<file path="src/rtl/mem_arbiter_if.sv">
// Bundle of I-cache, D-cache and physical-memory signals around the arbiter.
// Latency: none (wires only).
// Backpressure: none; completion is signalled by the *_resp pulses.
interface mem_arbiter_if #(
  parameter int LINE_W = 128
);
  // Instruction cache side
  logic              i_read;
  logic [15:0]       i_address;
  logic [LINE_W-1:0] i_rdata;
  logic              i_resp;
  // Data cache side
  logic              d_read;
  logic              d_write;
  logic [15:0]       d_address;
  logic [LINE_W-1:0] d_wdata;
  logic [LINE_W-1:0] d_rdata;
  logic              d_resp;
  // Physical memory side
  logic              pmem_read;
  logic              pmem_write;
  logic [15:0]       pmem_address;
  logic [LINE_W-1:0] pmem_wdata;
  logic [LINE_W-1:0] pmem_rdata;
  logic              pmem_resp;

  // Arbiter view
  modport slave (
    input  i_read, i_address, d_read, d_write, d_address, d_wdata,
           pmem_rdata, pmem_resp,
    output i_rdata, i_resp, d_rdata, d_resp,
           pmem_read, pmem_write, pmem_address, pmem_wdata
  );

  // Environment view (caches plus physical memory)
  modport master (
    output i_read, i_address, d_read, d_write, d_address, d_wdata,
           pmem_rdata, pmem_resp,
    input  i_rdata, i_resp, d_rdata, d_resp,
           pmem_read, pmem_write, pmem_address, pmem_wdata
  );
endinterface

</file>
<file path="src/rtl/mem_arbiter.sv">
// Round-robin arbiter sharing one physical memory between I-cache and D-cache.
// Latency: one cycle from request sampled in IDLE to pmem command; one IDLE cycle between grants.
// Backpressure: a grant is held until pmem_resp; requests are not preempted.
module mem_arbiter #(
  parameter int LINE_W = 128
) (
  input logic       clk,
  input logic       rst,
  mem_arbiter_if.slave bus
);

  typedef enum logic [1:0] {
    IDLE    = 2'd0,
    GRANT_I = 2'd1,
    GRANT_D = 2'd2
  } state_t;

  state_t state;
  logic   last_grant;  // 0 = I-cache granted last, 1 = D-cache granted last

  logic i_req;
  logic d_req;

  assign i_req = bus.i_read;
  assign d_req = bus.d_read | bus.d_write;

  // Grant selection and release; reset overrides everything.
  always_ff @(posedge clk) begin
    if (rst) begin
      state      <= IDLE;
      last_grant <= 1'b0;
    end else begin
      case (state)
        IDLE: begin
          if (i_req && d_req) begin
            // Contested: give it to whoever did not win last time.
            if (last_grant) begin
              state      <= GRANT_I;
              last_grant <= 1'b0;
            end else begin
              state      <= GRANT_D;
              last_grant <= 1'b1;
            end
          end else if (i_req) begin
            state      <= GRANT_I;
            last_grant <= 1'b0;
          end else if (d_req) begin
            state      <= GRANT_D;
            last_grant <= 1'b1;
          end
        end
        GRANT_I: if (bus.pmem_resp) state <= IDLE;
        GRANT_D: if (bus.pmem_resp) state <= IDLE;
        default: state <= IDLE;
      endcase
    end
  end

  // Read data and write data pass straight through; only commands are steered.
  assign bus.i_rdata    = bus.pmem_rdata[LINE_W-1:0];
  assign bus.d_rdata    = bus.pmem_rdata[LINE_W-1:0];
  assign bus.pmem_wdata = bus.d_wdata[LINE_W-1:0];

  // Steer commands and completion pulses to the side that currently owns memory.
  always_comb begin
    bus.pmem_read    = 1'b0;
    bus.pmem_write   = 1'b0;
    bus.pmem_address = bus.i_address;
    bus.i_resp       = 1'b0;
    bus.d_resp       = 1'b0;
    case (state)
      GRANT_I: begin
        bus.pmem_read    = 1'b1;
        bus.pmem_address = bus.i_address;
        bus.i_resp       = bus.pmem_resp;
      end
      GRANT_D: begin
        // A write-back wins if the D-cache raises both read and write.
        bus.pmem_write   = bus.d_write;
        bus.pmem_read    = bus.d_read & ~bus.d_write;
        bus.pmem_address = bus.d_address;
        bus.d_resp       = bus.pmem_resp;
      end
      default: ;
    endcase
  end

endmodule

</file>
<file path="src/flat_wrapper.sv">
// flat-port wrapper written by rule: the top's interface ports become plain ports
module mem_arbiter_flat 
#(
  parameter int LINE_W = 128
)
  (clk, rst, bus_i_read, bus_i_address, bus_d_read, bus_d_write, bus_d_address, bus_d_wdata, bus_pmem_rdata, bus_pmem_resp, bus_i_rdata, bus_i_resp, bus_d_rdata, bus_d_resp, bus_pmem_read, bus_pmem_write, bus_pmem_address, bus_pmem_wdata);
  mem_arbiter_if #(.LINE_W(LINE_W)) bus_i ();
  input logic clk;
  input logic rst;
  input wire logic [$bits(bus_i.i_read)-1:0] bus_i_read;
  input wire logic [$bits(bus_i.i_address)-1:0] bus_i_address;
  input wire logic [$bits(bus_i.d_read)-1:0] bus_d_read;
  input wire logic [$bits(bus_i.d_write)-1:0] bus_d_write;
  input wire logic [$bits(bus_i.d_address)-1:0] bus_d_address;
  input wire logic [$bits(bus_i.d_wdata)-1:0] bus_d_wdata;
  input wire logic [$bits(bus_i.pmem_rdata)-1:0] bus_pmem_rdata;
  input wire logic [$bits(bus_i.pmem_resp)-1:0] bus_pmem_resp;
  output wire logic [$bits(bus_i.i_rdata)-1:0] bus_i_rdata;
  output wire logic [$bits(bus_i.i_resp)-1:0] bus_i_resp;
  output wire logic [$bits(bus_i.d_rdata)-1:0] bus_d_rdata;
  output wire logic [$bits(bus_i.d_resp)-1:0] bus_d_resp;
  output wire logic [$bits(bus_i.pmem_read)-1:0] bus_pmem_read;
  output wire logic [$bits(bus_i.pmem_write)-1:0] bus_pmem_write;
  output wire logic [$bits(bus_i.pmem_address)-1:0] bus_pmem_address;
  output wire logic [$bits(bus_i.pmem_wdata)-1:0] bus_pmem_wdata;
  assign bus_i.i_read = bus_i_read;
  assign bus_i.i_address = bus_i_address;
  assign bus_i.d_read = bus_d_read;
  assign bus_i.d_write = bus_d_write;
  assign bus_i.d_address = bus_d_address;
  assign bus_i.d_wdata = bus_d_wdata;
  assign bus_i.pmem_rdata = bus_pmem_rdata;
  assign bus_i.pmem_resp = bus_pmem_resp;
  assign bus_i_rdata = bus_i.i_rdata;
  assign bus_i_resp = bus_i.i_resp;
  assign bus_d_rdata = bus_i.d_rdata;
  assign bus_d_resp = bus_i.d_resp;
  assign bus_pmem_read = bus_i.pmem_read;
  assign bus_pmem_write = bus_i.pmem_write;
  assign bus_pmem_address = bus_i.pmem_address;
  assign bus_pmem_wdata = bus_i.pmem_wdata;
  mem_arbiter #(.LINE_W(LINE_W)) u_core (.clk(clk), .rst(rst), .bus(bus_i));
endmodule
</file>
<file path="config.mk">
export PLATFORM = sky130hd
export DESIGN_NAME = mem_arbiter_flat
export DESIGN_NICKNAME = d
export VERILOG_FILES = /design/src/rtl/mem_arbiter_if.sv /design/src/rtl/mem_arbiter.sv /design/src/flat_wrapper.sv
export SDC_FILE = /design/constraint.sdc
export NUM_CORES = 1
export LEC_CHECK = 0
export ABC_AREA = 1
export CORE_AREA = 2 2 271 273
export CTS_BUF_LIST = sky130_fd_sc_hd__clkbuf_16
export CTS_CLUSTER_SIZE = 8
export DETAILED_ROUTE_END_ITERATION = 8
export DIE_AREA = 0 0 273 275
export DONT_BUFFER_PORTS = 1
export PLACE_DENSITY = 0.3
export SLEW_MARGIN = 15
export SYNTH_ARGS = -nofsm -noshare
export SYNTH_HDL_FRONTEND = slang
export SYNTH_SLANG_ARGS = --single-unit
</file>
<file path="constraint.sdc">
create_clock -name clk -period 1.8 [get_ports clk]
set_input_delay 0.54 -clock clk [delete_from_list [all_inputs] [get_ports clk]]
set_output_delay 0.54 -clock clk [all_outputs]
set_load 0.01 [all_outputs]
</file>
==> results_dict.tcl <==
set metrics [dict create \
    synth-seq-cells 3 \
    drv_slew 0 \
    start_util_pct 4.66 \
    rsz0062_at_grt "yes" \
    syn-num-nets 737 \
    gp_congestion 0.598 \
    cp-start-kind "flip-flop" \
    yosysSeqAreaShare_pct 1.78 \
    cts_buffer_depth 2 \
    htreeDepth 1 \
    period_share_pct 101 \
    min_path_cells 1 \
    avgSynthCellArea_um2 7.69 \
    viasPerCell 0.978 \
    postRouteAntennaNets 0 \
    grt_antenna_before_repair 2 \
    drt_pass1_iterations 3 \
    critPathLaunch "u_core.state[0]$_SDFFE_PP0P_" \
    violations "negative setup slack" \
    crit_required_ns 1.26 \
    setup_viol 11 \
    num_vias 998 \
    cp.arrival_ns 1.28 \
    cts.reportedPaths.clkPinSlew_ns 0.03 \
    dp.cells 1016 \
    grt_pass1_wl_um 13800 \
    clkLatencyLatePin_ns 0.23 \
    synth_area_mm2 0.00337 \
    cp-end-kind "primary output" \
    final_util_pct 2.53 \
    rows 99 \
    final_cell_mix "mux2_4, inv_1, nand2_1" \
    hold_viol 0 \
    cts-buffers-inserted 3 \
    powerDensity_mw_per_mm2 412 \
    nets 360 \
    cts_setup_buffers 0 \
    r2r_cells 7 \
    regArea_um2 62.6 \
    min_from "rst" \
    leakagePower_nw 0.336 \
    final_common_cell "mux2_4" \
    netlist_instances 439 \
    area_growth_pct -45.7 \
    synth_warnings 0 \
    die_w_um 273 \
    die_y_um 275 \
    die_area_mm2 0.0751 \
    grt_pass1_vias 1205 \
    synth.distinct_cells 17 \
    nFillCells 8697 \
    p_total_uw 755 \
    stdcell_count 1020 \
    wl_um 12200 \
    cts_tree "done" \
    grt_max_degree 11 \
    drtIter0Drc 35 \
    antenna_cells_inserted 0 \
    cts_root_buf "clkbuf_16" \
    finClkSkew_ns 0.00199 \
    io_pins 698 \
    slew_headroom_pct 83.6 \
    wl_per_cell_um 11.9 \
    hpwl_um 10200 \
    tightestPinTransition_ns 0.244 \
    drive_gt1_share_pct 45.9 \
    irDropWorstVdd_mv 0.432 \
    drc 0 \
    clock_sinks 3 \
    cap_violations 0 \
    critical_path_class "flip-flop to primary output" \
    grt_usage_pct 2.89 \
    rr_startpoint "u_core.state[1]$_SDFFE_PP0P_" \
    timing.fmax_ghz 0.549 \
    pre_cts_ws_ns 0.0432 \
    hold_ws_ns 0.373 \
    min_period_ns 1.82 \
    layout_setup_ws_ns -0.0202 \
    port_buffers 0 \
    overflow 0 \
    core_area_mm2 0.0723 \
    multi_input_area_um2 404 \
    hold_path.class "primary input to flip-flop" \
    status "finished with violations" \
    crit_fanout 10 \
]
[power breakdown]
group          switching (mW)  internal, mW
Clock                  0.0666         0.287
Combinational           0.153         0.162
Sequential            0.00822        0.0790
Total                   0.228         0.528
[metrics by stage]
step	area, µm²	TNS, ns
2_1_floorplan	3370	0
3_3_place_gp	1700	0
3_5_place_dp	1700	0
4_1_cts	1810	-0.677
5_1_grt	1830	-0.725
6_report	1830	-0.168
[synth_stat cells (all sizes together)]
cell type	count	area [µm²]
buf	386	2910
mux2	16	218
inv	9	33.8
nand2	8	30.0
ha	4	50.1
a21oi	3	15.0
dfxtp	3	60.1
nor2	3	11.3
nand3	2	10.0
and3b	1	8.76
nand4	1	6.26
nor3	1	5.00
o21a	1	7.51
o21ai	1	5.00
[per-layer routing]
layer,vias up,GRT usage (%),wire (µm)
li1,194,-,-
met1,298,0.696,1190
met2,366,4.52,5420
met3,140,3.52,3390
met4,0,5.05,2170
met5,-,0,0
[state kept, by name, summed over array words and instances (netlist names)]
| register | flops |
|---|---|
| u_core.last_grant | 1 |
| u_core.state | 2 |
[final timing paths]
check	slack (ns)	to
hold / removal	0.37	u_core.state[0]$_SDFFE_PP0P_
hold reg to reg	0.49	u_core.last_grant$_SDFFE_PP0P_
setup / recovery	-0.02	bus_pmem_address[13]
setup reg to reg	0.48	u_core.state[1]$_SDFFE_PP0P_
[logic make-up after synthesis]
family          Yosys count  synth area share [%]
mux                      16                  6.45
flops                     3                  1.78
compound gates            5                 0.816
simple gates             16                  2.11
buf+inv                 395                  87.4
fa+ha+maj                 4                  1.48
[timing repair]
item | in CTS | in global routing
hold buffers | 0 | 0
pin swaps | 1 | 1
setup endpoints to repair | 17 | 17
gates resized for setup | 9 | 6
gates cloned | 0 | 0
[final cells by class]
class                   instances  area share (%)
repair buffers                  4            2.73
well taps                     959            65.5
multi-input cells              41            22.1
clock buffers                   3            4.10
flip-flops and latches          3            3.42
inverters                       9            1.98
clock inverters                 1           0.205
[critical path: stages, from the launching register on]
cell,delay [ns]
dfxtp_2,0.32
inv_4,0.07
ha_4,0.15
buf_12,0.15
mux2_4,0.33
Power figures use the tool's default switching activity.
